==> config.mk <==
export PLATFORM = sky130hd
export DESIGN_NAME = ifu_fetch
export DESIGN_NICKNAME = d
export VERILOG_FILES = /design/src/rtl/ifu_fetch.sv
export SDC_FILE = /design/constraint.sdc
export NUM_CORES = 1
export LEC_CHECK = 0
export ABC_AREA = 1
export BUFFER_PORTS_ARGS = -buffer_cell sky130_fd_sc_hd__buf_2
export CAP_MARGIN = 20
export CORE_MARGIN = 5
export CORE_UTILIZATION = 47
export DETAILED_ROUTE_END_ITERATION = 6
export MAX_ROUTING_LAYER = met4
export PLACE_DENSITY = 0.8
export SYNTH_ARGS = -nofsm -noshare
export SYNTH_HDL_FRONTEND = slang
export SYNTH_SLANG_ARGS = --single-unit
==> constraint.sdc <==
create_clock -name clk -period 3 [get_ports clk]
set_input_delay 0.15 -clock clk [delete_from_list [all_inputs] [get_ports clk]]
set_output_delay 0.15 -clock clk [all_outputs]
set_load 0.01 [all_outputs]
==> src/rtl/ifu_fetch.sv <==
`default_nettype none
// +----------------------------------------------------------------------------+
// | Module      : ifu_fetch                                                    |
// | Description : Multi-cycle instruction fetch unit, one instruction in       |
// |               flight, fetches over valid/ready imem, hands off to decode.  |
// | Options     : IFU_ALIGN_CHECK_EN enables sticky misaligned-PC fault.       |
// | Revision    : 1.0 - initial release                                        |
// +----------------------------------------------------------------------------+
module ifu_fetch #(
  parameter logic [31:0] RESET_PC = 32'h8000_0000,
  parameter int unsigned PC_STEP  = 4
) (
  input  logic        clk,
  input  logic        rst,
  output logic        imem_req_valid,
  input  logic        imem_req_ready,
  output logic [31:0] imem_req_addr,
  input  logic        imem_rsp_valid,
  input  logic [31:0] imem_rsp_data,
  output logic        inst_valid,
  input  logic        inst_ready,
  output logic [31:0] inst,
  output logic [31:0] inst_pc,
  input  logic        commit_valid,
  input  logic [31:0] next_pc,
  output logic        fetch_fault
);

  typedef enum logic [2:0] {
    S_IDLE  = 3'd0,
    S_REQ   = 3'd1,
    S_WAIT  = 3'd2,
    S_HOLD  = 3'd3,
    S_EXEC  = 3'd4,
    S_FAULT = 3'd5
  } state_t;

  state_t      r_state;
  state_t      w_state_nxt;
  logic [31:0] r_pc;
  logic [31:0] r_inst;
  logic [31:0] r_inst_pc;
  logic        r_fault;
  logic        w_misaligned;
  logic [31:0] w_pc_nxt;

  // PC_STEP is reserved for performance reporting; the EXU always supplies next_pc.
  logic [33:0] w_unused_bits;
  assign w_unused_bits = {next_pc[1:0], 32'(PC_STEP)};

`ifdef IFU_ALIGN_CHECK_EN
  assign w_misaligned = |next_pc[1:0];
  assign w_pc_nxt     = next_pc;
`else
  assign w_misaligned = 1'b0;
  assign w_pc_nxt     = {next_pc[31:2], 2'b00};
`endif

  always_ff @(posedge clk or posedge rst) begin
    if (rst) begin
      r_state <= S_IDLE;
    end else begin
      r_state <= w_state_nxt;
    end
  end

  always_comb begin
    w_state_nxt = r_state;
    case (r_state)
      S_IDLE:  w_state_nxt = S_REQ;
      S_REQ:   if (imem_req_ready) w_state_nxt = S_WAIT;
      S_WAIT:  if (imem_rsp_valid) w_state_nxt = S_HOLD;
      S_HOLD:  if (inst_ready) w_state_nxt = S_EXEC;
      S_EXEC:  if (commit_valid) w_state_nxt = w_misaligned ? S_FAULT : S_REQ;
      S_FAULT: w_state_nxt = S_FAULT;
      default: w_state_nxt = S_IDLE;
    endcase
  end

  always_ff @(posedge clk or posedge rst) begin
    if (rst) begin
      r_pc      <= RESET_PC;
      r_inst    <= 32'h0;
      r_inst_pc <= 32'h0;
      r_fault   <= 1'b0;
    end else begin
      if (r_state == S_WAIT && imem_rsp_valid) begin
        r_inst    <= imem_rsp_data;
        r_inst_pc <= r_pc;
      end
      // Commit is only honoured once decode has taken the instruction.
      if (r_state == S_EXEC && commit_valid) begin
        r_pc <= w_pc_nxt;
        if (w_misaligned) begin
          r_fault <= 1'b1;
        end
      end
    end
  end

  assign imem_req_valid = (r_state == S_REQ);
  assign imem_req_addr  = r_pc;
  assign inst_valid     = (r_state == S_HOLD);
  assign inst           = r_inst;
  assign inst_pc        = r_inst_pc;
  assign fetch_fault    = r_fault;

endmodule
`default_nettype wire

; Word level (Yosys, flattened, before mapping)
; Index checks and enable logic that the tools add are counted.
[op_classes]
n_eq_ne = 9
n_reduce_logical = 4
mux = 5
[ops]
columns = operator, count
row1 = 3-bit one-hot mux with 6 select lines, 1
row2 = 3-bit two-way mux, 4
row3 = 3-bit by 2-bit == test with 1-bit output (second input constant), 2
row4 = 3-bit == test (second input constant), 2
row5 = 2-bit by 1-bit != test with 1-bit output (second input constant), 2
row6 = 2-bit != test (second input constant), 2
row7 = 4-bit AND reduction, 1
row8 = 3-bit by 1-bit == test with 1-bit output (second input constant), 1
row9 = 3-bit logical NOT, 1
row10 = 1-bit logical AND, 2
[word_totals]
elab_cells = 22
ff_bits = 95
output_inout_bits = 99

; Depth between registers and ports, before layout
; Gate-level depths: netlist of the first run.
[depth]
depth_word = 3
ltp_mapped = 7
mapped_depth_nobuf = 7

; Least setup slack after synthesis of the first run
; OpenSTA, ideal clock, no wires.
[synth_path]
path_type = flip-flop to flip-flop
start = register r_state[2]
end = register r_inst[0] (netlist: inst[0])
period_less_slack_ns = 1.233
slack_ns = 1.767
setup_ns = 0.130
arrival_ns = 1.102
stages_incl_launch_ff = 8
n_path_buf = 3
path_cell_list = dfrtp_1 > buf_2 > nor2_4 > nand3_4 > buf_6 > buf_6 > nand2_1 > o21ai_1
[synth_via]
elab_chain_cells = 2
[synth_lines]
columns = item, line
row1 = from (decl), 38  ; state_t r_state;
row2 = from (signal assigned), 63  ; r_state <= w_state_nxt;
row3 = 3-bit by 2-bit == test with 1-bit output, 87  ; if (r_state == S_WAIT && imem_rsp_valid) begin
row4 = 1-bit logical AND, 87
row5 = to (signal assigned), 88  ; r_inst <= imem_rsp_data;
row6 = to (decl), 41  ; logic [31:0] r_inst;
; Every way passes these cells.
; A chain may end at the register's enable or synchronous reset.

; Worst setup path in the final report of the first run
[layout_path]
start = register r_state[1]
end = register r_inst_pc[27] (netlist: inst_pc[27])
[layout_via]
elab_chain_cells = 2
[layout_lines]
columns = item, line
row1 = 3-bit by 2-bit == test with 1-bit output, 87
row2 = 1-bit logical AND, 87
row3 = to (signal assigned), 89  ; r_inst_pc <= r_pc;
row4 = to (decl), 42  ; logic [31:0] r_inst_pc;
; Every way passes these cells.

==> out/results.txt, run 1 <==
Tot GR Track Use: 18.5%
IO buf count: 161
Depth of the CTS H-tree: 3
Initial core utilization: 48.6%
Status: finished clean
Fillers: 695
Warnings, synthesis: 0
Worst skew pair latency: 0.35 ns
CTS tree: done
Final min period: 2.04 ns
Final period utilization: 68.1%
Clk buf depth: 2
HPWL after DPL: 6550 um
Seq cells post-synth: 95
Worst VDD drop: 0.448 mV
Yosys top cell by area: dfrtp_1
Main area contributors after synthesis: dfrtp_1 62%, o21ai_1 7.7%, nand2_1 7.6%
First-pass detailed-route iteration total: 4
Post-Syn Area per Cell: 9.32 um2
Yosys top cell area share: 62.3%
Power consumption: 4.89 mW
Max Clock Skew: 0.0180 ns
CP arrival: 2.23 ns
# Max-Cap Violations: 0
Setup TNS: 0 ns
Die area: 0.00993 mm2
Initial antenna violation count: 0
RSZ-0062 raised after global routing: no
Worst-path maximum fanout: 72
PostCTS Resize Cnt: 0
Seq/Total Area, Yosys: 63.0%
First-pass GRT wire length: 14400 um
Multi-input logic area: 976 um2
Remaining DRCs: 0
Main synth FF type: dfrtp_1
Slew HR: 56.1%
Slew Viols, Final: 0
Final Wtd Congestion: 0.814
Post-synth EDFFs: 0
Rows: 32
R2R Setup Slk: 0.96 ns
Fmax: 490 MHz
# diodes: 0
Post-CTS setup buffer count: 0
Die height: 99.6 um
Worst path cell trace: inv_2 > nor2_4 > nand3_4 > buf_4 > nand2_1 > o21ai_0
Critical Path RT: 3.19 ns
CTS Root Cell: clkbuf_8
Vias: 3071
Crit path largest cell delay: 0.55 ns
Ys async rst share: 100%
Crit end category: register
Area grow syn2layout: 26.7%
Leak Pwr: 2.78 nW
Worst min path class: in -> reg
Sink Count: 95
Final WL: 8780 um
Most frequent cell after synthesis: dfrtp_1
Fin. Hold Viols: 0
Least-Margin Pin Slew: 0.659 ns
Top cells by count, synth: 94 x dfrtp_1, 76 x nand2_1, 70 x inv_1, 58 x o21ai_1, 36 x nor2_1
Starting DRT DRC Count: 134
Ports: 169
Die width: 99.6 um
Overflow after GRT: 0
Routed len/inst: 13.1 um
Critical Path Slowest Stage Cell: buf_4
Number of routed nets with antenna violations: 0
Cell variety after synth: 19
Vias in the first global route: 3117
Layout cells sized above 1: 33.4%
PwrDens: 1020 mW/mm2
Register Area: 0.00238 mm2
CP startpoint kind: register
CTS buffer count: 9
Std-Cell Core Area: 0.00777 mm2
Clock Pin Slew Worst Setup and Hold Paths: 0.10 ns
Post-Syn Instances: 405
Via/cell ratio: 4.60
Kind of critical path: reg -> reg
Worst hold slack: 0.0317 ns
Mapped Area: 0.00378 mm2
Final-report setup violation count: 0
Nets: 631
Largest net degree at the start of global routing: 73
-- cell usage in the layout (no fill, tap or decap), drive strengths merged --
master	n
conb	5
nor3	1
dfrtp	94
a21oi	30
clkinvlp	3
clkinv	1
nand3	5
buf	165
nand2	76
dfstp	1
o21ai	64
nor2	37
clkbuf	10
inv	73
dlygate4sd3	1
-- routing by layer --
layer / share of wire, % / vias up / routed length, um / track usage [%]
met5: 0 / - / 0 / -
met4: 2.3 / 0 / 202 / 7.98
met3: 6.3 / 14 / 556 / 4.14
met2: 49 / 105 / 4320 / 30.0
met1: 42 / 1408 / 3700 / 22.5
li1: - / 1544 / - / -
-- worst max-delay path: cells and delay by family (launching register included) --
family                 cells  cell delay [ns]
AOI/OAI and AO/OA          1             0.10
buffers and inverters      2             0.64
and+or+nand+nor            3             0.70
DFF                        1             0.45
-- where the power goes --
| group | leakage (nW) | internal (mW) | switching, mW |
|---|---|---|---|
| registers | 1.12 | 1.87 | 0.312 |
| clock network | 0.0870 | 0.334 | 0.451 |
| logic | 1.57 | 0.768 | 1.15 |
| total | 2.78 | 2.98 | 1.92 |
-- state kept, by name, summed over array words and instances (netlist names) --
| register | cells |
|---|---|
| inst | 32 |
| imem_req_addr | 30 |
| r_state | 3 |
| inst_pc | 30 |
-- per-stage QoR --
stage               utilization [%]  instances  worst slack [ns]  cell area [um2]
floorplan                         -        409             0.375             3790
global placement               59.1        651              1.02             4590
detailed placement             59.1        651             0.971             4590
CTS                            61.6        668             0.934             4790
global route                   61.6        668             0.769             4790
finish                         61.6        668             0.958             4790
-- cell families after synthesis --
kind of cell,Yosys count,share of synthesized area (%)
other,1,0.0993
buffers and inverters,96,11.7
AO/OA/AOI/OAI,94,12.7
flip-flops,95,63.0
AND/OR/NAND/NOR,119,12.6
-- worst paths after layout --
kind | from | end | cells after the start
min reg2reg | inst[0]$_DFFE_PP0P_ | inst[0]$_DFFE_PP0P_ | 2
min in group asynchronous | rst | imem_req_addr[28]$_DFFE_PP0P_ | 3
max | r_state[1]$_DFFE_PP0P_ | inst_pc[27]$_DFFE_PP0P_ | 6
min | imem_rsp_data[7] | inst[7]$_DFFE_PP0P_ | 3
max reg2reg | r_state[1]$_DFFE_PP0P_ | inst_pc[27]$_DFFE_PP0P_ | 6
max in group asynchronous | rst | inst_pc[29]$_DFFE_PP0P_ | 4
-- final cells by class --
type | count | share of cell area, %
well taps | 102 | 2.67
repair buffers | 166 | 17.7
multi-input cells | 218 | 20.4
inverters | 71 | 5.62
clock buffers | 10 | 2.88
clock inverters | 6 | 1.07
flip-flops and latches | 95 | 49.7
-- what timing repair did --
action	CTS	global route
hold buffers	1	0
endpoints found under the setup margin	0	0
hold endpoints to repair	46	0
(Power assumes the default switching activity.)
==> run 2, diff against run 1 <==
- ABC_AREA: 1 -> 0
- CORE_UTILIZATION: 47 -> 42
- PLACE_DENSITY: 0.8 -> 0.76
- clock period: 3 -> 1.7 ns (I/O delays scaled with it)
==> run 2 against run 1 <==
Net effect: wire length fell by 0.35%; first-iteration DRC count fell by 57%; die area rose by 8.0%; clock skew down 0.0034 ns; sequential power increased by 75%; clock power increased by 94%; sequential cell count is the same; total power is 77% higher; setup slack worse by 0.87 ns.
==> out/results.txt, run 2 <==
Status: finished clean
Yosys top cell area share: 64.0%
Routed len/inst: 15.5 um
Seq/Total Area, Yosys: 64.7%
Hold Buf Count CTS: 64
Vias in the first global route: 2948
Top Metal Used: met4
First-pass GRT wire length: 14800 um
Vias: 2662
Mapped Area: 0.00368 mm2
Via/cell ratio: 4.71
Worst skew pair latency: 0.35 ns
Crit path max-delay family: simple AND/OR/NAND/NOR gates
Met2 Routed Length: 4550 um
Post-CTS setup buffer count: 0
Final-report setup violation count: 0
Warnings, synthesis: 0
Hold Path Origin: imem_req_ready
Initial core utilization: 42.6%
Clk buf depth: 2
Sink Count: 95
Area grow syn2layout: 48.6%
Crit end category: register
Overflow after GRT: 0
Setup TNS: 0 ns
IO buf count: 161
Post-Syn Area per Cell: 16.7 um2
Switching pwr: 2.86 mW
Most frequent cell after synthesis: dfrtp_1
Ports: 169
Worst-path maximum fanout: 30
Die area: 0.0107 mm2
Combinational Power Share: 38.2%
Cell variety after synth: 22
Number of routed nets with antenna violations: 0
Finished Cell Area: 0.00546 mm2
Leak Pwr: 2.76 nW
Met3 Routed Length: 584 um
R2R Setup Slk: 0.09 ns
Crit path largest cell delay: 0.41 ns
# diodes: 0
Hold Path End: r_state[1]$_DFFE_PP0P_
Flop pwr share: 44.3%
Clock Pin Slew Worst Setup and Hold Paths: 0.09 ns
Crit path buf inv count: 2
Clock power share: 17.5%
Die height: 104 um
Std-Cell Core Area: 0.00864 mm2
Fillers: 672
Switching share of power: 32.9%
CTS tree: done
Yosys top cell by area: dfrtp_1
RSZ-0062 raised after global routing: no
Tot GR Track Use: 17.3%
Post-place setup slack: 0.105 ns
Critical Path RT: 1.93 ns
Crit Reg-Reg Endpoint: inst_pc[29]$_DFFE_PP0P_
Reg2Reg Depth: 4
First-pass detailed-route iteration total: 3
Kind of critical path: reg -> reg
Power consumption: 8.67 mW
Hold path cells: 3
Layout cells sized above 1: 60.8%
CP startpoint kind: register
Worst path cell trace: inv_2 > nor4b_4 > buf_12 > mux2_2
# Max-Cap Violations: 0
CP arrival: 1.84 ns
Critical Path Slowest Stage Cell: nor4b_4
Initial antenna violation count: 0
Final WL: 8750 um
CTS Root Cell: clkbuf_8
Final period utilization: 94.6%
PostCTS Resize Cnt: 0
Die width: 104 um
Fmax: 622 MHz
Main area contributors after synthesis: dfrtp_1 64%, mux2_2 27%, buf_6 1.8%
Worst VDD drop: 0.827 mV
Ys async rst share: 100%
Slew Viols, Final: 0
Final worst setup slack: 0.0913 ns
Nets: 522
Power Internal: 5.82 mW
Top cells by count, synth: 94 x dfrtp_1, 87 x mux2_2, 6 x buf_6, 5 x buf_4, 5 x mux2_1
CTS buffer count: 9
DP Area: 0.00462 mm2
Worst min path class: in -> reg
Largest net degree at the start of global routing: 96
HPWL after DPL: 5590 um
Rows: 34
Final min period: 1.61 ns
Post-Syn Instances: 220
Max reg flops: 32
Depth of the CTS H-tree: 3
Remaining DRCs: 0
DRT met1 WL: 3580 um
Most common cell after layout, fill and taps aside: buf_2
Starting DRT DRC Count: 57
Main synth FF type: dfrtp_1
Fin. Hold Viols: 0
Max Clock Skew: 0.0146 ns
Post-synth EDFFs: 0
Reg-to-Reg Start: r_state[1]$_DFFE_PP0P_
Commonest cells after routing, fill and taps aside: 161 x buf_2, 94 x dfrtp_1, 87 x mux2_2
PwrDens: 1590 mW/mm2
Seq cells post-synth: 95
Final Wtd Congestion: 0.689
==> run 2: cells by family (layout without fill, tap and decap cells) <==
group	after synthesis	count (layout)	share of synthesized area, %
DFF	95	95	64.7
muxes	92	92	28.2
buffers and inverters	18	251	3.71
and+or+nand+nor	9	9	2.21
AOI/OAI and AO/OA	5	5	1.09
other	1	5	0.102
==> run 2: worst min-delay path, stage by stage <==
cell,delay (ns)
buf_2,0.10
nand3b_1,0.10
a21oi_1,0.07
==> run 2: final cells by class <==
class / count / area (um2) / area share (%)
Tap cell: 108 / 135 / 2.47
Inverter: 2 / 11.3 / 0.206
Sequential cell: 95 / 2380 / 43.5
Clock inverter: 5 / 65.1 / 1.19
Timing Repair Buffer: 233 / 1560 / 28.5
Multi-Input combinational cell: 111 / 1180 / 21.5
Clock buffer: 11 / 141 / 2.59
==> run 2: worst max path at each step <==
stage | end | from | cells past startpoint
6_report | inst_pc[29]$_DFFE_PP0P_ | r_state[1]$_DFFE_PP0P_ | 4
5_1_grt | inst_pc[29]$_DFFE_PP0P_ | r_state[1]$_DFFE_PP0P_ | 4
4_1_cts | inst_pc[25]$_DFFE_PP0P_ | r_state[1]$_DFFE_PP0P_ | 4
3_5_place_dp | inst_pc[14]$_DFFE_PP0P_ | r_state[1]$_DFFE_PP0P_ | 4
3_3_place_gp | inst[28]$_DFFE_PP0P_ | r_state[1]$_DFFE_PP0P_ | 4
2_1_floorplan | inst_pc[21]$_DFFE_PP0P_ | r_state[2]$_DFFE_PP0P_ | 4
==> run 2: power by group through the flow <==
| stage | Sequential [mW] | Combinational, mW | Clock, mW |
|---|---|---|---|
| 6_report | 3.84 | 3.31 | 1.52 |
| 5_1_grt | 3.99 | 3.58 | 1.67 |
| 4_1_cts | 3.83 | 3.36 | 1.58 |
| 3_5_place_dp | 3.88 | 3.23 | 0 |
| 3_3_place_gp | 3.81 | 3.16 | 0 |
| 2_1_floorplan | 4.32 | 1.35 | 0 |
==> run 2: routing by layer <==
metal	global-route usage, %	up-vias
met2	29.1	101
met3	5.78	6
met4	4.31	0
met1	19.8	1323
li1	-	1232
met5	-	-
==> run 2: per-stage QoR <==
step | instances | util [%] | hold WS (ns)
floorplan | 224 | - | 0.218
global placement | 485 | 53.5 | 0.263
detailed placement | 485 | 53.5 | 0.270
CTS | 565 | 63.3 | 0.0253
global route | 565 | 63.3 | 0.0461
finish | 565 | 63.3 | 0.0495
==> run 3, diff against run 2 <==
- GPL_TIMING_DRIVEN: unset -> 0
==> run 3 against run 2 <==
Net effect: final cell count up 2.1%; sequential power barely moved; sequential cell count stayed put.
==> out/results.txt, run 3 (synthesis results as in run 2) <==
Status: finished clean
First-pass GRT wire length: 15200 um
Hold Path End: r_state[1]$_DFFE_PP0P_
Leak Pwr: 2.80 nW
R2R Setup Slk: 0.05 ns
Power Internal: 5.72 mW
PwrDens: 1550 mW/mm2
Area grow syn2layout: 50.6%
Clk buf depth: 2
Clock Pin Slew Worst Setup and Hold Paths: 0.09 ns
Max reg flops: 32
Worst min path class: in -> reg
Remaining DRCs: 0
Register Area: 0.00238 mm2
Max Clock Skew: 0.0104 ns
First-pass detailed-route iteration total: 4
Setup TNS: 0 ns
Final-report setup violation count: 0
Critical Path Slowest Stage Cell: mux2_2
Fillers: 655
Initial antenna violation count: 0
Worst skew pair latency: 0.35 ns
Combinational Power Share: 39.2%
Die height: 104 um
Largest net degree at the start of global routing: 45
CP arrival: 1.88 ns
Sink Count: 95
Die width: 104 um
Kind of critical path: reg -> reg
Rows: 34
Worst VDD drop: 0.792 mV
Slew Viols, Final: 0
Depth of the CTS H-tree: 3
Switching share of power: 33.2%
Fmax: 607 MHz
CTS tree: done
Final Wtd Congestion: 0.694
Routed len/inst: 15.7 um
DP Area: 0.00468 mm2
Crit path largest cell delay: 0.38 ns
Overflow after GRT: 0
Final WL: 9040 um
Power consumption: 8.57 mW
Hold path cells: 3
HPWL after DPL: 6050 um
Hold Path Origin: imem_req_ready
Commonest cells after routing, fill and taps aside: 164 x buf_2, 92 x dfrtp_1, 87 x mux2_2
Die area: 0.0107 mm2
CTS buffer count: 9
Via/cell ratio: 4.71
CP most frequent cell: buf_2
Tot GR Track Use: 17.8%
Initial core utilization: 42.6%
Flop pwr share: 44.9%
Fin. Hold Viols: 0
Vias: 2717
Worst path cell trace: buf_2 > and4bb_2 > buf_2 > mux2_2
Ports: 169
Vias in the first global route: 2966
CP startpoint kind: register
Clock power share: 15.9%
Reg2Reg Depth: 4
Most common cell after layout, fill and taps aside: buf_2
Nets: 534
Number of routed nets with antenna violations: 0
Starting DRT DRC Count: 80
# Max-Cap Violations: 0
Critical Path RT: 1.93 ns
# diodes: 0
Finished Cell Area: 0.00554 mm2
Final period utilization: 96.8%
IO buf count: 161
Layout cells sized above 1: 62.3%
Final min period: 1.65 ns
Reg-to-Reg Start: r_state[0]$_DFFE_PP0P_
Worst-path maximum fanout: 10
Std-Cell Core Area: 0.00864 mm2
Multi-input logic area: 0.00118 mm2
Crit Reg-Reg Endpoint: imem_req_addr[6]$_DFFE_PP0P_
Switching pwr: 2.85 mW
Crit end category: register
CTS Root Cell: clkbuf_8
Core Util, Final: 64.1%
[run 3: changes by cell type in the layout (fill, tap and decap cells not counted), sizes merged]
cell and change:
clkinv -2, inv -2, buf +11, clkbuf +2
clkinvlp +4, bufinv -1
[run 3: worst max path at each step]
stage                                      start                           end  slack, ns  cells after the start
final                     r_state[0]$_DFFE_PP0P_  imem_req_addr[6]$_DFFE_PP0P_       0.05                      4
after global routing      r_state[0]$_DFFE_PP0P_       inst_pc[11]$_DFFE_PP0P_     -0.003                      5
after CTS                 r_state[2]$_DFFE_PP0P_       inst_pc[16]$_DFFE_PP0P_       0.03                      4
after detailed placement  r_state[2]$_DFFE_PP0P_       inst_pc[16]$_DFFE_PP0P_      -0.30                      4
after global placement    r_state[2]$_DFFE_PP0P_       inst_pc[15]$_DFFE_PP0P_      -0.27                      4
after floorplan           r_state[2]$_DFFE_PP0P_       inst_pc[21]$_DFFE_PP0P_       0.01                      4
[run 3: per-stage QoR]
stage	std cells	hold slack (ns)	setup WS, ns
detailed placement	495	0.0829	-0.303
CTS	575	0.0274	0.0341
floorplan	224	0.218	0.0104
finish	577	0.0329	0.0536
global route	577	0.0358	-0.00295
global placement	493	0.311	-0.268
[run 3: layout make-up]
| class | count | share of cell area, % |
|---|---|---|
| tap | 108 | 2.44 |
| buffer | 15 | 2.30 |
| timing repair buffer | 230 | 27.5 |
| clock inverter | 4 | 0.542 |
| clock buffer | 12 | 2.80 |
| inverter | 2 | 0.203 |
| multi-input combinational | 111 | 21.2 |
| sequential | 95 | 43.0 |
[run 3: worst max-delay path, delay by kind of cell, from the launching register on]
kind                   cells  cell delay [ns]
AND/OR/NAND/NOR            1             0.32
flip-flops                 1             0.37
buffers and inverters      2             0.46
multiplexers               1             0.38
[run 3: repair_timing]
item                       in CTS  in global routing
hold buffers                   64                  0
buffers inserted                1                  2
setup endpoints to repair      91                 62
pin swaps                       1                  1
resized for setup               0                  3
hold endpoints to repair       75                  0
[run 3: power groups by stage]
stage,clock network (mW),logic (mW),registers [mW]
final,1.36,3.36,3.85
after global routing,1.55,3.63,3.99
after CTS,1.43,3.37,3.83
after detailed placement,0,3.25,3.86
after global placement,0,3.17,3.79
after floorplan,0,1.35,4.32
[run 3: metal layers]
layer	wire [um]	GRT usage (%)
met3	595	5.53
met5	0	-
met1	3640	21.0
met2	4760	30.0
met4	40	3.66
